### config.mk
export PLATFORM = sky130hd
export DESIGN_NAME = jtag_reg_master
export DESIGN_NICKNAME = d
export VERILOG_FILES = /design/src/rtl/jtag_reg_master_pkg.sv /design/src/rtl/jtag_reg_master.sv
export SDC_FILE = /design/constraint.sdc
export NUM_CORES = 1
export LEC_CHECK = 0
export CAP_MARGIN = 20
export CORE_MARGIN = 2
export CORE_UTILIZATION = 50
export CTS_BUF_LIST = sky130_fd_sc_hd__clkbuf_2 sky130_fd_sc_hd__clkbuf_4 sky130_fd_sc_hd__clkbuf_8
export CTS_CLUSTER_DIAMETER = 150
export DETAILED_ROUTE_END_ITERATION = 10
export PLACE_DENSITY = 0.85
export SLEW_MARGIN = 20
export SYNTH_ARGS = -nofsm -noshare
export SYNTH_HDL_FRONTEND = slang
export SYNTH_SLANG_ARGS = --single-unit
### constraint.sdc
create_clock -name clk -period 3.5 [get_ports clk]
set_clock_uncertainty 0.05 [all_clocks]
set_input_delay 1.05 -clock clk [delete_from_list [all_inputs] [get_ports clk]]
set_output_delay 1.05 -clock clk [all_outputs]
set_load 0.01 [all_outputs]
### src/rtl/jtag_reg_master_pkg.sv
// jtag_reg_master_pkg
//   Shared constants for the debug-side register-file JTAG initiator:
//   FSM state encodings and the response error codes returned on rsp_err_o.
//   No ports; imported by jtag_reg_master.
package jtag_reg_master_pkg;

   // FSM state encodings (also visible on jtag_reg_master.dbg_state_o)
   localparam logic [2:0] ST_IDLE      = 3'd0;
   localparam logic [2:0] ST_HALT_WAIT = 3'd1;
   localparam logic [2:0] ST_ACCESS    = 3'd2;
   localparam logic [2:0] ST_VERIFY    = 3'd3;
   localparam logic [2:0] ST_RESP      = 3'd4;

   // Response error codes
   localparam logic [1:0] JRM_ERR_OK      = 2'd0;
   localparam logic [1:0] JRM_ERR_TIMEOUT = 2'd1;
   localparam logic [1:0] JRM_ERR_VERIFY  = 2'd2;

endpackage

### src/rtl/jtag_reg_master.sv
// jtag_reg_master
//   Debug-side initiator for the register file's JTAG port. Takes one
//   read/write command at a time, requests a core halt, performs the access,
//   verifies writes by reading the register back, then returns a response.
//
// Ports
//   clk, rst_n          core clock, asynchronous active-low reset
//   req_valid_i/ready_o command handshake; req_write_i/addr_i/wdata_i payload
//   keep_halt_i         keep halt_req_o asserted after the response handshake
//   rsp_valid_o/ready_i response handshake; rsp_rdata_o/rsp_err_o payload
//   halt_req_o/halted_i core halt request / halted status
//   jtag_*_o/_i         register file JTAG port (read data is combinational)
//   dbg_state_o         current FSM state, for observation only
//
// Handshakes: a transfer happens on a rising clk edge where valid and ready
// are both high. req_* is ignored while req_ready_o is low; rsp_valid_o stays
// high with stable rdata/err until rsp_ready_i is seen, and rsp_ready_i is
// ignored while rsp_valid_o is low.
module jtag_reg_master
   import jtag_reg_master_pkg::*;
#(
   parameter int ADDR_W       = 5,
   parameter int DATA_W       = 32,
   parameter int HALT_TIMEOUT = 255
) (
   input  logic              clk,
   input  logic              rst_n,
   input  logic              req_valid_i,
   output logic              req_ready_o,
   input  logic              req_write_i,
   input  logic [ADDR_W-1:0] req_addr_i,
   input  logic [DATA_W-1:0] req_wdata_i,
   input  logic              keep_halt_i,
   output logic              rsp_valid_o,
   input  logic              rsp_ready_i,
   output logic [DATA_W-1:0] rsp_rdata_o,
   output logic [1:0]        rsp_err_o,
   output logic              halt_req_o,
   input  logic              halted_i,
   output logic              jtag_w_enable_o,
   output logic [ADDR_W-1:0] jtag_addr_o,
   output logic [DATA_W-1:0] jtag_w_data_o,
   input  logic [DATA_W-1:0] jtag_r_data_i,
   output logic [2:0]        dbg_state_o
);

   localparam int CNT_W = (HALT_TIMEOUT < 1) ? 1 : $clog2(HALT_TIMEOUT + 1);
   localparam logic [CNT_W-1:0] TMO = CNT_W'(HALT_TIMEOUT);

   logic [2:0]        state_q, state_d;
   logic              ready_q, ready_d;
   logic              write_q, write_d;
   logic [ADDR_W-1:0] addr_q, addr_d;
   logic [DATA_W-1:0] wdata_q, wdata_d;
   logic [CNT_W-1:0]  cnt_q, cnt_d, cnt_inc;
   logic              halt_q, halt_d;
   logic [DATA_W-1:0] rdata_q, rdata_d;
   logic [1:0]        err_q, err_d;

   // Saturating increment: the counter never wraps back to zero.
   assign cnt_inc = (cnt_q == {CNT_W{1'b1}}) ? cnt_q : cnt_q + 1'b1;

   always_comb begin
      state_d = state_q;
      write_d = write_q;
      addr_d  = addr_q;
      wdata_d = wdata_q;
      cnt_d   = cnt_q;
      halt_d  = halt_q;
      rdata_d = rdata_q;
      err_d   = err_q;
      case (state_q)
         ST_IDLE: begin
            // ready_q gates acceptance so nothing is taken while in reset
            // or in the first cycle after it.
            if (req_valid_i && ready_q) begin
               write_d = req_write_i;
               addr_d  = req_addr_i;
               wdata_d = req_wdata_i;
               halt_d  = 1'b1;
               cnt_d   = '0;
               state_d = ST_HALT_WAIT;
            end
         end
         ST_HALT_WAIT: begin
            if (halted_i) begin
               state_d = ST_ACCESS;
            end else begin
               cnt_d = cnt_inc;
               if (cnt_inc >= TMO) begin
                  rdata_d = '0;
                  err_d   = JRM_ERR_TIMEOUT;
                  state_d = ST_RESP;
               end
            end
         end
         ST_ACCESS: begin
            if (!write_q) begin
               rdata_d = jtag_r_data_i;
               err_d   = JRM_ERR_OK;
               state_d = ST_RESP;
            end else if (addr_q == '0) begin
               // x0 is hard-wired to zero: skip the strobe and the readback.
               rdata_d = '0;
               err_d   = JRM_ERR_OK;
               state_d = ST_RESP;
            end else begin
               state_d = ST_VERIFY;
            end
         end
         ST_VERIFY: begin
            rdata_d = jtag_r_data_i;
            err_d   = (jtag_r_data_i != wdata_q) ? JRM_ERR_VERIFY : JRM_ERR_OK;
            state_d = ST_RESP;
         end
         ST_RESP: begin
            if (rsp_ready_i) begin
               halt_d  = keep_halt_i;
               state_d = ST_IDLE;
            end
         end
         default: state_d = ST_IDLE;
      endcase
   end

   assign ready_d = (state_d == ST_IDLE);

   always_ff @(posedge clk or negedge rst_n) begin
      if (!rst_n) begin
         state_q <= ST_IDLE;
         ready_q <= 1'b0;
         write_q <= 1'b0;
         addr_q  <= '0;
         wdata_q <= '0;
         cnt_q   <= '0;
         halt_q  <= 1'b0;
         rdata_q <= '0;
         err_q   <= JRM_ERR_OK;
      end else begin
         state_q <= state_d;
         ready_q <= ready_d;
         write_q <= write_d;
         addr_q  <= addr_d;
         wdata_q <= wdata_d;
         cnt_q   <= cnt_d;
         halt_q  <= halt_d;
         rdata_q <= rdata_d;
         err_q   <= err_d;
      end
   end

   // The strobe is also gated by halted_i: if the core leaves halt in the
   // access cycle the write is dropped and the readback reports the mismatch.
   assign jtag_w_enable_o = (state_q == ST_ACCESS) && write_q &&
                            (addr_q != '0) && halted_i;
   assign jtag_addr_o     = addr_q;
   assign jtag_w_data_o   = wdata_q;
   assign req_ready_o     = ready_q;
   assign rsp_valid_o     = (state_q == ST_RESP);
   assign rsp_rdata_o     = rdata_q;
   assign rsp_err_o       = err_q;
   assign halt_req_o      = halt_q;
   assign dbg_state_o     = state_q;

endmodule

==> flow_summary.json <==
{
  "vias": 3546,
  "reg2regPathDepth": 7,
  "start_util_pct": 51.1,
  "post-route-util_pct": 74.0,
  "grt_first_pass_wirelength_microns": 17900,
  "period_minus_slack_ns": 3.33,
  "seq_power_share_pct": 35.0,
  "power.share.switching_pct": 36.5,
  "die_area_sq_um": 9070,
  "io_pins": 154,
  "cts_sinks": 85,
  "gp_congestion": 0.811,
  "grt_max_degree": 86,
  "slew_violations": 0,
  "drive_above_1_share_pct": 16.7,
  "max_freq_ghz": 0.300,
  "cts_tree": "done",
  "pre_cts_ws_ns": 0.181,
  "hold_class": "reg -> reg",
  "p_per_area_nw_per_um2": 894,
  "ys_seq_area_share_pct": 51.1,
  "syn_area_per_cell_sq_um": 11.2,
  "ir_worst_vdd_v": 0.000442,
  "min_delay_path_depth": 1,
  "track_usage_pct": 26.0,
  "port_buffers": 153,
  "period_share_pct": 95.2,
  "critPathLaunchType": "input port",
  "syn2layout_area_growth_pct": 44.7,
  "nets": 594,
  "firstDrtPassIters": 5,
  "yosys_most_used_dff": "dfrtp_1",
  "setup_viol": 0,
  "yosysWarnings": 0,
  "fin_ws_ns": 0.168,
  "cap_viol_max_count": 0,
  "final_cells": 627,
  "outcome": "complete, no violations",
  "synthCells": 371,
  "drt_iter0_markers": 203,
  "critPathRequiredTime_ns": 2.40,
  "crit_top_cell": "clkdlybuf4s50_1",
  "worst-path-max-fanout": 4,
  "place_inst": 611,
  "drt-wirelength-per-cell_microns": 18.2,
  "finalPower_mw": 5.38,
  "crit_chain": "clkdlybuf4s50_1 > and2_1 > clkdlybuf4s50_1",
  "hold_buffers": 0,
  "viasPerCell": 5.66,
  "synth-seq-cells": 85,
  "ant_nets": 0,
  "synthesis.nets": 448,
  "tightest_slew_ns": 0.916,
  "hold_viol": 0,
  "cts_setup_buffers": 0,
  "rsz0062_at_grt": "no",
  "worstSkewPairLatency_ns": 0.35,
  "synth_async_sr_flop_share_pct": 100,
  "drc": 0,
  "fin_setup_tns_ns": 0,
  "cp_slowest_cell": "clkdlybuf4s50_1",
  "core_sq_um": 8130,
  "final_common_cell": "clkdlybuf4s50_1",
  "hpwl_microns": 8130,
  "htree_levels": 3,
  "cts.repair.resized": 0,
  "diodes": 0,
  "grt_pass1_vias": 3545,
  "cts_buffers": 9,
  "critPathKind": "in -> out",
  "p_int_mw": 3.42,
  "antenna_found_initial": 0,
  "cts_root_buf": "clkbuf_8",
  "clockBufferDepth": 2,
  "wl_microns": 11400,
  "synth_cell_types": 48,
  "path_clk_slew_ns": 0.08,
  "leakage_nw": 2.45,
  "slowest_delay_ns": 0.53,
  "final_cell_mix": "clkdlybuf4s50_1, dfrtp_1, nand2_1",
  "pwr-share-clk_pct": 15.9,
  "p_comb_share_pct": 49.0,
  "synth_edf_count": 0,
  "rows": 33,
  "fp.dieH_microns": 95.2,
  "synth_area_sq_um": 4160,
  "die_w_microns": 95.2,
  "arrival_ns": 2.23,
  "cp-end-kind": "output pin",
  "grt_overflow_total": 0,
  "p_switching_mw": 1.96,
  "relSlewSlack_pct": 38.8
}
[final timing paths]
kind	startpoint	endpoint	slack, ns
worst min-delay path	rsp_err_o[0]$_DFFE_PN0P_	rsp_err_o[0]$_DFFE_PN0P_	0.45
worst min register to register	rsp_err_o[0]$_DFFE_PN0P_	rsp_err_o[0]$_DFFE_PN0P_	0.45
worst max-delay path	halted_i	jtag_w_enable_o	0.17
max in group asynchronous	rst_n	rsp_rdata_o[5]$_DFFE_PN0P_	2.17
worst max register to register	cnt_q[0]$_DFFE_PN0P_	rsp_rdata_o[10]$_DFFE_PN0P_	0.68
min in group asynchronous	rst_n	cnt_q[1]$_DFFE_PN0P_	0.68
[worst max-delay path, delay by kind of cell]
| kind | cells | cell delay (ns) |
|---|---|---|
| buf+inv | 2 | 1.05 |
| simple gates | 1 | 0.14 |
[registers in the layout (all words and copies together) (netlist names)]
register       cells
req_ready_o        1
jtag_w_data_o     32
dbg_state_o        3
rsp_err_o          2
write_q            1
jtag_addr_o        5
cnt_q              8
rsp_rdata_o       32
halt_req_o         1
[cell usage after synthesis, types with 3 or more instances]
cell | n | area share, %
dfrtp_1 | 85 | 51
nand2_1 | 41 | 3.7
mux2_2 | 37 | 10
a22oi_1 | 32 | 5.8
xor2_1 | 32 | 6.7
o21ai_2 | 20 | 4.2
nor2_1 | 12 | 1.1
o21ai_0 | 10 | 1.2
o21ai_1 | 10 | 1.2
nor4_1 | 9 | 1.4
buf_2 | 8 | 0.96
clkbuf_1 | 7 | 0.63
a21oi_1 | 6 | 0.72
nor3_1 | 5 | 0.60
inv_1 | 4 | 0.36
mux2i_1 | 4 | 0.96
nand4_1 | 4 | 0.60
and2_1 | 3 | 0.45
buf_4 | 3 | 0.54
buf_6 | 3 | 0.81
nand2b_1 | 3 | 0.45
[power by group through the flow]
stage | Clock [mW] | Sequential [mW] | Combinational (mW)
2_1_floorplan | 0 | 2.02 | 1.15
3_3_place_gp | 0 | 1.87 | 2.58
3_5_place_dp | 0 | 1.90 | 2.65
4_1_cts | 0.875 | 1.89 | 2.66
5_1_grt | 0.918 | 1.95 | 2.85
6_report | 0.858 | 1.89 | 2.64
[through the flow]
| step | hold WS (ns) | instance area, sq um |
|---|---|---|
| 2_1_floorplan | 0.479 | 4160 |
| 4_1_cts | 0.454 | 6010 |
| 5_1_grt | 0.489 | 6020 |
| 3_3_place_gp | 0.429 | 5760 |
| 6_report | 0.452 | 6020 |
| 3_5_place_dp | 0.436 | 5760 |
[routing by layer]
metal  track usage [%]  vias up  share of wire (%)
met5                 0        -                  0
met4              8.33        0                1.7
met3              7.59       17                8.2
met2              44.7      139                 50
met1              31.3     1756                 40
li1                  -     1634                  -
[layout make-up]
cell class | count | area, sq um
clock buffers | 11 | 145
clock inverters | 5 | 108
fillers | 596 | 2120
inverters | 4 | 15.0
multi-input cells | 258 | 1900
flip-flops and latches | 85 | 2130
well taps | 105 | 131
repair buffers | 159 | 1590
[kinds of logic after synthesis]
group | count (synthesis) | share of synthesized area, %
AOI/OAI and AO/OA | 93 | 16.2
and+or+nand+nor | 90 | 10.7
DFF | 85 | 51.1
muxes | 41 | 11.0
xor gates and xnor gates | 33 | 6.95
buffers and inverters | 28 | 3.67
adders and majority gates | 1 | 0.301
Note: power is estimated with default switching activity, not from simulation.
